[src/rtl/vt52_command_handler.sv]
// rtl/vt52_command_handler.sv - VT52 byte interpreter driving the char buffer and cursor load ports
module vt52_command_handler #(
    parameter int         COL_BITS   = 6,
    parameter int         ROW_BITS   = 4,
    parameter logic [7:0] CLEAR_CHAR = 8'h20,
    parameter int         TAB_STOP   = 8
) (
    input  logic                         px_clk,
    input  logic                         clr,
    input  logic [7:0]                   data_in,
    input  logic                         valid_in,
    output logic                         ready_out,
    output logic [COL_BITS+ROW_BITS-1:0] buffer_addr,
    output logic [7:0]                   buffer_din,
    output logic                         buffer_wen,
    output logic [COL_BITS-1:0]          new_cursor_x,
    output logic [ROW_BITS-1:0]          new_cursor_y,
    output logic                         write_cursor_pos
);

    localparam int AW = COL_BITS + ROW_BITS;
    localparam logic [COL_BITS-1:0] COL_MAX = '1;
    localparam logic [ROW_BITS-1:0] ROW_MAX = '1;

    typedef enum logic [2:0] {S_IDLE, S_ESC, S_YROW, S_YCOL, S_CLEAR} state_t;

    state_t              state;
    logic [COL_BITS-1:0] cx;
    logic [ROW_BITS-1:0] cy;
    logic [7:0]          row_lat;
    logic [AW-1:0]       clr_ptr;
    logic [AW-1:0]       clr_end;
    logic                clr_done;
    logic                accept;

    assign accept       = valid_in && ready_out;
    assign new_cursor_x = cx;
    assign new_cursor_y = cy;

    function automatic logic [COL_BITS-1:0] col_inc(input logic [COL_BITS-1:0] c);
        return (c == COL_MAX) ? c : c + 1'b1;
    endfunction

    function automatic logic [COL_BITS-1:0] col_dec(input logic [COL_BITS-1:0] c);
        return (c == '0) ? c : c - 1'b1;
    endfunction

    function automatic logic [ROW_BITS-1:0] row_inc(input logic [ROW_BITS-1:0] r);
        return (r == ROW_MAX) ? r : r + 1'b1;
    endfunction

    function automatic logic [ROW_BITS-1:0] row_dec(input logic [ROW_BITS-1:0] r);
        return (r == '0) ? r : r - 1'b1;
    endfunction

    // Next tab stop; the extra carry bit catches stepping past the last column.
    function automatic logic [COL_BITS-1:0] col_tab(input logic [COL_BITS-1:0] c);
        logic [COL_BITS:0] t;
        t = {1'b0, c | COL_BITS'(TAB_STOP - 1)} + 1'b1;
        return t[COL_BITS] ? COL_MAX : t[COL_BITS-1:0];
    endfunction

    function automatic logic [7:0] sat_sub20(input logic [7:0] b);
        return (b < 8'h20) ? 8'h00 : b - 8'h20;
    endfunction

    function automatic logic [COL_BITS-1:0] col_clamp(input logic [7:0] v);
        return (v > 8'(COL_MAX)) ? COL_MAX : v[COL_BITS-1:0];
    endfunction

    function automatic logic [ROW_BITS-1:0] row_clamp(input logic [7:0] v);
        return (v > 8'(ROW_MAX)) ? ROW_MAX : v[ROW_BITS-1:0];
    endfunction

    always_ff @(posedge px_clk or posedge clr) begin
        if (clr) begin
            state            <= S_IDLE;
            cx               <= '0;
            cy               <= '0;
            row_lat          <= '0;
            clr_ptr          <= '0;
            clr_end          <= '0;
            clr_done         <= 1'b0;
            ready_out        <= 1'b1;
            buffer_addr      <= '0;
            buffer_din       <= '0;
            buffer_wen       <= 1'b0;
            write_cursor_pos <= 1'b0;
        end else begin
            buffer_wen       <= 1'b0;
            write_cursor_pos <= 1'b0;
            case (state)
                S_IDLE: begin
                    if (accept) begin
                        if (data_in >= 8'h20 && data_in <= 8'h7e) begin
                            buffer_addr      <= {cy, cx};
                            buffer_din       <= data_in;
                            buffer_wen       <= 1'b1;
                            cx               <= col_inc(cx);
                            write_cursor_pos <= 1'b1;
                        end else begin
                            case (data_in)
                                8'h0d: begin cx <= '0;          write_cursor_pos <= 1'b1; end
                                8'h0a: begin cy <= row_inc(cy); write_cursor_pos <= 1'b1; end
                                8'h08: begin cx <= col_dec(cx); write_cursor_pos <= 1'b1; end
                                8'h09: begin cx <= col_tab(cx); write_cursor_pos <= 1'b1; end
                                8'h1b: state <= S_ESC;
                                default: ;
                            endcase
                        end
                    end
                end
                S_ESC: begin
                    if (accept) begin
                        state <= S_IDLE;
                        case (data_in)
                            8'h41: begin cy <= row_dec(cy); write_cursor_pos <= 1'b1; end
                            8'h42: begin cy <= row_inc(cy); write_cursor_pos <= 1'b1; end
                            8'h43: begin cx <= col_inc(cx); write_cursor_pos <= 1'b1; end
                            8'h44: begin cx <= col_dec(cx); write_cursor_pos <= 1'b1; end
                            8'h48: begin cx <= '0; cy <= '0; write_cursor_pos <= 1'b1; end
                            8'h59: state <= S_YROW;
                            8'h1b: state <= S_ESC;
                            8'h4a, 8'h4b: begin
                                // First fill write goes out with the command itself so the
                                // busy window covers exactly the fill writes.
                                state       <= S_CLEAR;
                                ready_out   <= 1'b0;
                                buffer_addr <= {cy, cx};
                                buffer_din  <= CLEAR_CHAR;
                                buffer_wen  <= 1'b1;
                                clr_ptr     <= {cy, cx} + 1'b1;
                                if (data_in == 8'h4a) begin
                                    clr_end  <= {ROW_MAX, COL_MAX};
                                    clr_done <= ({cy, cx} == {ROW_MAX, COL_MAX});
                                end else begin
                                    clr_end  <= {cy, COL_MAX};
                                    clr_done <= (cx == COL_MAX);
                                end
                            end
                            default: ;
                        endcase
                    end
                end
                S_YROW: begin
                    if (accept) begin
                        row_lat <= sat_sub20(data_in);
                        state   <= S_YCOL;
                    end
                end
                S_YCOL: begin
                    if (accept) begin
                        cy               <= row_clamp(row_lat);
                        cx               <= col_clamp(sat_sub20(data_in));
                        write_cursor_pos <= 1'b1;
                        state            <= S_IDLE;
                    end
                end
                S_CLEAR: begin
                    if (clr_done) begin
                        state            <= S_IDLE;
                        ready_out        <= 1'b1;
                        write_cursor_pos <= 1'b1;
                    end else begin
                        buffer_addr <= clr_ptr;
                        buffer_din  <= CLEAR_CHAR;
                        buffer_wen  <= 1'b1;
                        if (clr_ptr == clr_end) begin
                            clr_done <= 1'b1;
                        end else begin
                            clr_ptr <= clr_ptr + 1'b1;
                        end
                    end
                end
                default: begin
                    state     <= S_IDLE;
                    ready_out <= 1'b1;
                end
            endcase
        end
    end

endmodule

[config.mk]
export PLATFORM = sky130hd
export DESIGN_NAME = vt52_command_handler
export DESIGN_NICKNAME = d
export VERILOG_FILES = /design/src/rtl/vt52_command_handler.sv
export SDC_FILE = /design/constraint.sdc
export NUM_CORES = 1
export LEC_CHECK = 0
export ABC_AREA = 0
export CORE_MARGIN = 10
export CORE_UTILIZATION = 60
export DETAILED_ROUTE_END_ITERATION = 6
export PLACE_DENSITY_LB_ADDON = 0.1
export SLEW_MARGIN = 20
export SYNTH_ARGS = -nofsm -noshare
export SYNTH_HDL_FRONTEND = slang
export SYNTH_SLANG_ARGS = --single-unit
[constraint.sdc]
create_clock -name px_clk -period 4.6 [get_ports px_clk]
set_input_delay 0.92 -clock px_clk [delete_from_list [all_inputs] [get_ports px_clk]]
set_output_delay 0.92 -clock px_clk [all_outputs]
set_load 0.05 [all_outputs]
==> metrics.csv, run 1 <==
metric,value,unit
drt-wirelength-per-cell,18.2,µm
stdcell_count,652,
grt_pass1_wl,19.8,mm
post-route-min-period,3530,ps
power.density,347,nW/µm²
crit_chain,clkdlybuf4s50_1 -> inv_1 -> ha_1 -> a41oi_2 -> or3_4 -> a2111oi_4 -> buf_4 -> nand3_1 -> o21ai_0,
grt_max_degree,36,
track_usage,21.4,%
route.detailed.drc,0,
dpl_cell_area,4650,µm²
yosys_warnings,0,
place_inst,637,
crit_type,in2reg,
syn_area_per_cell,7.96,µm²
place_congestion,0.940,
antenna_cells,0,
dieArea,10800,µm²
slew_viol_final,0,
clk_latency,330,ps
min_path_cells,2,
place_hpwl,8.51,mm
ios,42,
drt_wl_total,11.8,mm
hold_violations,0,
status,completed,
vias_per_cell,6.46,
numClockSinks,58,
crit_required,4850,ps
finalInstanceArea,4810,µm²
drt_iter0_markers,465,
finalCritPeriodShare,76.8,%
mostFrequentLayoutCell,nand2_1,
hp-class,reg2reg,
synthFlopType,dfrtp_1,
synth_seq_cells,58,
h-tree-depth,3,
final_cell_mix,"62 x nand2_1, 57 x dfrtp_1, 53 x nor2_1",
grt_pass1_vias,3975,
synthToLayoutAreaGrowth,13.9,%
dieHeight,104,µm
setup-tns-final,0,ps
async_flop_share,100,%
grt_antenna_before_repair,0,
cts_hold_buf,0,
finalPower,1670,µW
post-cts-setup-buffers,0,
cts-resized-gates,0,
nets,575,
cts-root-buf,clkbuf_8,
skew,10.2,ps
std_cell_rows,30,
clkTransAtPathRegs,70,ps
setup_viol,0,
cp_slowest_stage_delay,680,ps
grt_setup_unrepaired,false,
crit_slowest_cell,a2111oi_4,
synth.distinct_cells,69,
synth_edf_count,0,
cts_max_path_buffers,2,
cts-buffers-inserted,9,
startpoint_type,input port,
syn_inst,530,
fmax,0.283,GHz
tightestPinTransition,915,ps
dieWidth,104,µm
crit_fanout,19,
drtPass1Iterations,5,
ff2ff_path_depth,8,
core_area,6830,µm²
vias,4211,
drtAntennaViolNets,0,
drive_above_1_share,8.27,%
seq_area_frac_synth,34.4,%
leakagePower,0.00196,µW
initial_utilization,61.8,%
synth_area,4220,µm²
drv_cap,0,
numPortBuffers,41,
slew_headroom,38.2,%
synth_fp_nets,553,
critPathCaptureType,flip-flop,
utilization,70.4,%
vdd_drop_max,0.000213,V
cts_tree,done,
arrival,3780,ps
overflow,0,
-- cell usage after synthesis, drive strengths merged (3+ instances only) --
cell    number  area (µm²)
nand2       62         233
dfrtp       57        1430
nor2        55         216
o21ai       44         220
a21oi       37         185
clkbuf      26        98.8
nand3       24         120
inv         22        82.6
nor3        15        75.1
a31oi       14        87.6
buf         12        68.8
ha          12         150
nor4        12        90.1
nand4       11        68.8
nand2b       9        56.3
mux2i        8        80.1
xnor2        8        70.1
o211ai       7        52.6
mux2         6        67.6
nor2b        6        37.5
o31ai        6        50.1
nor3b        5        37.5
or3          5        36.3
a21o         4        30.0
a311oi       4        35.0
and3         4        25.0
o22a         4        35.0
xor2         4        35.0
a22oi        3        22.5
or3b         3        26.3
or4          3        22.5
-- registers in the layout, indices dropped and copies added, names as in the netlist --
signal / flops
state: 3
new_cursor_y: 4
clr_end: 5
row_lat: 8
buffer_addr: 10
buffer_wen: 1
clr_ptr: 10
write_cursor_pos: 1
new_cursor_x: 6
ready_out: 1
clr_done: 1
buffer_din: 8
-- worst max-delay path: cells and delay by family --
kind / cells / cell delay (ps)
compound gates: 3 / 950
fa+ha+maj: 1 / 190
buf+inv: 3 / 1180
simple gates: 2 / 540
-- final timing paths --
check	from	endpoint	slack, ps
setup / recovery	data_in[6]	buffer_din[4]	1070
max in group asynchronous	clr	ready_out	2780
setup reg to reg	new_cursor_x[0]	new_cursor_x[5]	1660
hold / removal	row_lat[3]	row_lat[3]	470
min in group asynchronous	clr	clr_ptr[9]	930
hold reg to reg	row_lat[3]	row_lat[3]	470
-- routing by layer --
| metal | wire (µm) | share of wire, % | GRT usage [%] | up-vias |
|---|---|---|---|---|
| met3 | 904 | 7.6 | 3.47 | 29 |
| li1 | - | - | - | 1972 |
| met2 | 5550 | 47 | 33.9 | 213 |
| met4 | 301 | 2.5 | 8.85 | 0 |
| met5 | 0 | 0 | 0 | - |
| met1 | 5080 | 43 | 28.2 | 1997 |
-- cell families (layout without fill, tap and decap cells) --
logic type | Yosys count | after routing | synth area share (%)
buf+inv | 60 | 86 | 5.93
mux | 14 | 14 | 3.50
flops | 58 | 58 | 34.4
compound gates | 149 | 149 | 23.3
simple gates | 225 | 225 | 26.8
fa+ha+maj | 12 | 12 | 3.56
xor+xnor | 12 | 12 | 2.49
-- cell type report --
cell class,instances,area (µm²)
Multi-Input combinational cell,412,2520
Fill cell,565,2020
Sequential cell,58,1450
Timing Repair Buffer,49,470
Clock buffer,9,124
Tap cell,96,120
Inverter,22,82.6
Clock inverter,6,35.0
-- per-stage QoR --
step | hold slack [ps] | setup slack (ps)
5_1_grt | 504 | 868
3_3_place_gp | 456 | 944
2_1_floorplan | 440 | 1720
3_5_place_dp | 465 | 784
6_report | 474 | 1070
4_1_cts | 479 | 1110
-- where the power goes --
group          total [µW]  leakage, µW  internal, µW  switching (µW)
combinational         614      0.00111           216             399
sequential            649     0.000766           572            76.6
clock                 403    0.0000806           188             215
Note: power is estimated with default switching activity, not from simulation.
==> run 2: changes to the inputs <==
Settings changed: CORE_UTILIZATION 60 to 58.
Clock period 4.6 ns to 3.35 ns, I/O delays scaled along.
==> run 2 against run 1 <==
  * Routed wire length grew 6.0%
  * Cell count grew 3.4%
  * First-iteration DRC count shrank 9.5%
  * Cell area grew 4.7%
  * Total power rose by 50%
  * Flip-flop and latch count stayed put
  * Critical endpoint is now buffer_din[0]
  * Worst hold slack improved by 7.4 ps
  * Global-route usage grew 1.1 points
  * Non-clock buffer count up 18
  * Clock skew is 4.5 ps higher
==> metrics.csv, run 2 (synthesis gave the netlist of run 1 again) <==
metric,value,unit,change
post-cts-setup-buffers,0,,unchanged
rr_startpoint,new_cursor_x[0],,unchanged
p_int,1540,µW,was 976 µW
arrival,3240,ps,was 3780 ps
timing.rr.end,new_cursor_x[5],,unchanged
drt_iter0_markers,421,,was 465
dieWidth,105,µm,was 104 µm
setup_viol,0,,unchanged
grt_antenna_before_repair,0,,unchanged
p_clk_share,29.3,%,was 24.2%
nets,593,,was 575
antenna_cells,0,,unchanged
hp-class,reg2reg,,unchanged
overflow,0,,unchanged
skew,14.7,ps,was 10.2 ps
cts-root-buf,clkbuf_8,,unchanged
wl_met1,5.32,mm,was 5.08 mm
p_seq_share,34.3,%,was 38.9%
track_usage,22.5,%,was 21.4%
drt-wirelength-per-cell,18.6,µm,was 18.2 µm
dpl_cell_area,4810,µm²,was 4650 µm²
min_path_cells,2,,unchanged
top_regs,"buffer_addr (10), clr_ptr (10)",,unchanged
highest-signal-layer,met4,,unchanged
cts-resized-gates,0,,unchanged
place_congestion,0.940,,about the same
clk_latency,350,ps,was 330 ps
wl_met3,981,µm,was 904 µm
crit_type,in2reg,,unchanged
ff2ff_path_depth,8,,unchanged
met2_length,5.84,mm,was 5.55 mm
core_area,7180,µm²,was 6830 µm²
post-route-min-period,2980,ps,
p_sw,964,µW,was 690 µW
drv_cap,0,,unchanged
power.density,497,nW/µm²,was 347 nW/µm²
ff_latch_area,1450,µm²,unchanged
startpoint_type,input port,,unchanged
synthToLayoutAreaGrowth,19.2,%,was 13.9%
fmax,0.336,GHz,
ios,42,,unchanged
numClockSinks,58,,unchanged
whs_endpoint,row_lat[7],,was row_lat[3]
multiInputGateArea,2520,µm²,unchanged
crit_required,3610,ps,was 4850 ps
vias_per_cell,6.38,,was 6.46
crit_buf_inv,3,,unchanged
combPwrFrac,36.3,%,was 36.9%
crit_chain,clkdlybuf4s50_1 -> or3_1 -> nor2_1 -> a21oi_1 -> a2111oi_4 -> buf_12 -> buf_4 -> nand3_1 -> o21ai_1,,was clkdlybuf4s50_1 -> inv_1 -> ha_1 -> a41oi_2 -> or3_4 -> a2111oi_4 -> buf_4 -> nand3_1 -> o21ai_0
final_cell_mix,"62 x nand2_1, 57 x dfrtp_1, 53 x nor2_1",,unchanged
numPortBuffers,41,,unchanged
leakagePower,0.00209,µW,was 0.00196 µW
mostFrequentLayoutCell,nand2_1,,unchanged
place_hpwl,8.94,mm,was 8.51 mm
cts_tree,done,,unchanged
crit_fanout,23,,was 19
slew_viol_final,0,,unchanged
vias,4302,,"was 4,211"
reg2reg_slack,640,ps,was 1660 ps
drtAntennaViolNets,0,,unchanged
drt_wl_total,12.6,mm,was 11.8 mm
crit_slowest_cell,clkdlybuf4s50_1,,was a2111oi_4
h-tree-depth,3,,unchanged
cts_hold_buf,0,,unchanged
status,completed,,unchanged
hold_violations,0,,unchanged
dieArea,11100,µm²,"was 10,800 µm²"
clkTransAtPathRegs,70,ps,about the same
setup-tns-final,0,ps,unchanged
grt_pass1_wl,20.8,mm,was 19.8 mm
slew_headroom,54.1,%,was 38.2%
vdd_drop_max,0.000243,V,was 0.000213 V
route.detailed.drc,0,,unchanged
critPathCaptureType,flip-flop,,unchanged
finalInstanceArea,5030,µm²,was 4810 µm²
cts-buffers-inserted,9,,unchanged
grt_pass1_vias,4127,,"was 3,975"
cp_slowest_stage_delay,600,ps,was 680 ps
grt_max_degree,32,,was 36
finalCritPeriodShare,88.9,%,
n_fill_cell,600,,was 565
tightestPinTransition,689,ps,was 915 ps
initial_utilization,58.8,%,was 61.8%
swShare,38.5,%,was 41.4%
cts_max_path_buffers,2,,unchanged
min_from,row_lat[7],,was row_lat[3]
dieHeight,105,µm,was 104 µm
crit_family,buffers and inverters,,unchanged
drtPass1Iterations,6,,was 5
grt_setup_unrepaired,false,,unchanged
drive_above_1_share,11.1,%,was 8.27%
std_cell_rows,31,,was 30
## run 2: changes by cell type in the layout (fill, tap and decap cells not counted), sizes merged
| cell | previous run | this run |
|---|---|---|
| buf | 8 | 26 |
| bufinv | 0 | 2 |
| clkbuf | 9 | 11 |
| clkinv | 4 | 2 |
| clkinvlp | 2 | 1 |
## run 2: tightest hold or removal path: cells and delay by family (launching register included)
family	cells	cell delay (ps)
simple gates	1	50
flops	1	340
compound gates	1	60
## run 2: area by class of cell
class                      instances  area share, %
sequential                        58           28.9
clock buffer                      11           2.81
multi-input combinational        412           50.1
inverter                          22           1.64
clock inverter                     5           1.54
tap                               99           2.46
timing repair buffer              67           12.5
## run 2: stage by stage
stage / cells / setup WS [ps] / hold WS (ps) / power [µW] / util [%]
floorplan: 530 / 472 / 440 / 1470 / -
global placement: 658 / 168 / 454 / 1760 / 67.1
detailed placement: 658 / 63.3 / 471 / 1770 / 67.1
CTS: 674 / 413 / 486 / 2510 / 70.1
global route: 674 / 195 / 511 / 2610 / 70.1
finish: 674 / 373 / 481 / 2500 / 70.1
## run 2: how the worst max path moves through the flow
stage	start	end	slack, ps	cells after the start
after floorplan	new_cursor_x[0]	new_cursor_x[5]	470	9
after global placement	data_in[5]	buffer_addr[1]	170	7
after detailed placement	data_in[5]	buffer_din[0]	60	9
after CTS	data_in[5]	buffer_din[0]	410	9
after global routing	data_in[5]	buffer_din[0]	200	9
final	data_in[5]	buffer_din[0]	370	9
## run 2: power by group through the flow
| stage | Clock (µW) | Sequential, µW | Combinational [µW] |
|---|---|---|---|
| after global routing | 770 | 874 | 968 |
| after CTS | 740 | 860 | 907 |
| final | 734 | 859 | 909 |
| after global placement | 0 | 870 | 890 |
| after floorplan | 0 | 1140 | 325 |
| after detailed placement | 0 | 872 | 902 |
## run 2: layer usage
metal,track usage (%),vias to the layer above
met5,0,-
li1,-,1995
met3,4.87,46
met4,9.12,0
met1,28.6,2047
met2,36.2,214
==> run 3: changes to the inputs <==
Settings changed: ABC_AREA 0 to 1, CTS_CLUSTER_DIAMETER from default to 80, SLEW_MARGIN 20 to default.
==> run 3 against run 2 <==
  * Critical path depth increased by 2
  * Critical endpoint is now buffer_din[5]
  * Flip-flop and latch count unchanged
  * Sequential power decreased by 19%
  * Die area increased by 2.0%
  * Clock-buffer cell count unchanged
  * Cell count increased by 18%
==> metrics.csv, run 3 <==
metric,value,unit,change
grtUsageMet3,3.74,%,was 4.87%
syn_inst,651,,was 530
drtPass1Iterations,5,,was 6
synthTopCellsByArea,"dfrtp_1 33%, nand2_1 20%, inv_1 5.9%",,"was dfrtp_1 34%, nand2_1 5.5%, o21ai_0 5.1%"
finalPower,1360,µW,was 2500 µW
route.detailed.drc,0,,unchanged
drt-wirelength-per-cell,14.6,µm,was 18.6 µm
cts_max_path_buffers,2,,unchanged
critPathCaptureType,flip-flop,,unchanged
yosys_warnings,0,,unchanged
grt_pass1_vias,4130,,"was 4,127"
synth_edf_count,0,,unchanged
syn_area_per_cell,6.65,µm²,was 7.96 µm²
fmax,0.394,GHz,was 0.336 GHz
synth_top_area_share,33.0,%,was 33.8%
slew_viol_final,0,,unchanged
seq_area_frac_synth,33.6,%,was 34.4%
grt_max_degree,31,,was 32
hold_violations,0,,unchanged
initial_utilization,59.7,%,was 58.8%
setup_viol,0,,unchanged
async_flop_share,100,%,unchanged
crit_slowest_cell,clkdlybuf4s50_1,,unchanged
drt_wl_total,11.6,mm,was 12.6 mm
place_hpwl,8.93,mm,was 8.94 mm
ios,42,,unchanged
setup-tns-final,0,ps,unchanged
cts-resized-gates,0,,unchanged
synthToLayoutAreaGrowth,14.8,%,was 19.2%
crit_family,simple AND/OR/NAND/NOR gates,,was buffers and inverters
grt_pass1_wl,19.3,mm,was 20.8 mm
track_usage,20.6,%,was 22.5%
synth_seq_cells,58,,unchanged
tightestPinTransition,696,ps,was 689 ps
cts-buffers-inserted,9,,unchanged
nets,717,,was 593
crit_required,3570,ps,was 3610 ps
grt.met2_usage,35.3,%,was 36.2%
worst_slack,811,ps,was 373 ps
mostFrequentLayoutCell,nand2_1,,unchanged
drtAntennaViolNets,0,,unchanged
synth_area,4330,µm²,was 4220 µm²
clkTransAtPathRegs,60,ps,was 70 ps
vdd_drop_max,0.000219,V,was 0.000243 V
synth_area_leader_cell,dfrtp_1,,unchanged
crit_buf_inv,3,,unchanged
skew,11.0,ps,was 14.7 ps
ys_top_cells_by_count,"226 x nand2_1, 68 x inv_1, 64 x nor2_1",,"was 62 x nand2_1, 57 x dfrtp_1, 53 x nor2_1"
synth.distinct_cells,33,,was 69
dieArea,11300,µm²,"was 11,100 µm²"
gr-usage-met1,24.9,%,was 28.6%
grt_antenna_before_repair,0,,unchanged
cts_tree,done,,unchanged
core_area,7250,µm²,was 7180 µm²
grt.busiest_layer,met2,,unchanged
startpoint_type,input port,,unchanged
numPortBuffers,41,,unchanged
crit_chain,clkdlybuf4s50_1 -> inv_1 -> nand2_1 -> nor2_4 -> nand3_2 -> nand2_2 -> nor3b_2 -> nand2_2 -> buf_4 -> nand2_1 -> o21ai_2,,was clkdlybuf4s50_1 -> or3_1 -> nor2_1 -> a21oi_1 -> a2111oi_4 -> buf_12 -> buf_4 -> nand3_1 -> o21ai_1
h-tree-depth,3,,unchanged
post-route-min-period,2540,ps,was 2980 ps
drv_cap,0,,unchanged
crit_type,in2reg,,unchanged
dieHeight,106,µm,was 105 µm
arrival,2760,ps,was 3240 ps
clk_latency,350,ps,about the same
post-cts-setup-buffers,0,,unchanged
cp_slowest_stage_delay,530,ps,was 600 ps
cts_hold_buf,0,,unchanged
place_congestion,0.973,,was 0.940
leakagePower,0.00255,µW,was 0.00209 µW
cts-root-buf,clkbuf_8,,unchanged
final_cell_mix,"226 x nand2_1, 67 x inv_1, 64 x nor2_1",,"was 62 x nand2_1, 57 x dfrtp_1, 53 x nor2_1"
synth_fp_nets,674,,was 553
antenna_cells,0,,unchanged
synth.most_common_cell,nand2_1,,unchanged
hp-class,reg2reg,,unchanged
status,completed,,unchanged
power.density,274,nW/µm²,was 497 nW/µm²
vias,4302,,unchanged
std_cell_rows,31,,unchanged
drt_iter0_markers,311,,was 421
dp_slack,494,ps,was 63.3 ps
vias_per_cell,5.39,,was 6.38
finalCritPeriodShare,75.8,%,was 88.9%
overflow,0,,unchanged
synthFlopType,dfrtp_1,,unchanged
slew_headroom,53.5,%,was 54.1%
numClockSinks,58,,unchanged
crit_fanout,15,,was 23
drive_above_1_share,12.4,%,was 11.1%
top_regs,"buffer_addr (10), clr_ptr (10)",,unchanged
grt_setup_unrepaired,false,,unchanged
dieWidth,106,µm,was 105 µm
-- run 3: cell types whose count changed after synthesis, sizes merged, moves of 7 or more --
cell,before,now
nand2,62,236
inv,22,81
o21ai,44,75
clkbuf,26,1
nand3,24,49
a21oi,37,15
nor2,55,76
a31oi,14,0
nor4,12,0
nand2b,9,0
mux2i,8,0
nor3,15,7
o211ai,7,0
-- run 3: tightest hold or removal path, stage by stage, from the launching register on --
cell and delay (ps):
dfrtp_1 340, nand2_1 50, nand2_1 50
-- run 3: final timing paths --
| path | start | endpoint | slack [ps] | cells past startpoint |
|---|---|---|---|---|
| max | data_in[4] | buffer_din[5] | 810 | 11 |
| min | row_lat[0] | row_lat[0] | 470 | 2 |
| max reg2reg | state[0] | clr_ptr[4] | 1080 | 11 |
| min reg2reg | row_lat[0] | row_lat[0] | 470 | 2 |
| max in group asynchronous | clr | ready_out | 2270 | 3 |
| min in group asynchronous | clr | buffer_addr[3] | 720 | 3 |
-- run 3: through the flow --
stage | cell area (µm²) | util [%] | std cells | hold WS (ps)
CTS | 4970 | 68.5 | 798 | 471
global route | 4970 | 68.5 | 798 | 482
global placement | 4800 | 66.1 | 782 | 451
finish | 4970 | 68.5 | 798 | 469
detailed placement | 4800 | 66.1 | 782 | 455
floorplan | 4330 | - | 651 | 437
-- run 3: cell families after synthesis --
logic type | share of synthesized area (%)
and+or+nand+nor | 38.7
buffers and inverters | 9.28
AOI/OAI and AO/OA | 13.1
DFF | 33.6
adders and majority gates | 3.47
xor gates and xnor gates | 1.82
-- run 3: layout make-up --
cell class	count	area (µm²)
Fill cell	679	2290
Timing Repair Buffer	45	440
Inverter	81	307
Clock inverter	5	30.0
Multi-Input combinational cell	499	2470
Sequential cell	58	1450
Clock buffer	11	141
Tap cell	99	124
-- run 3: where the power goes --
part	internal, µW	switching (µW)
combinational	23.8	58.8
clock	284	292
sequential	700	0
-- run 3: routing by layer --
metal	share of wire [%]	up-vias	routed length, µm
met1	43	1945	4950
met4	3.3	0	385
li1	-	2153	-
met5	0	-	0
met2	48	162	5560
met3	6.3	42	727
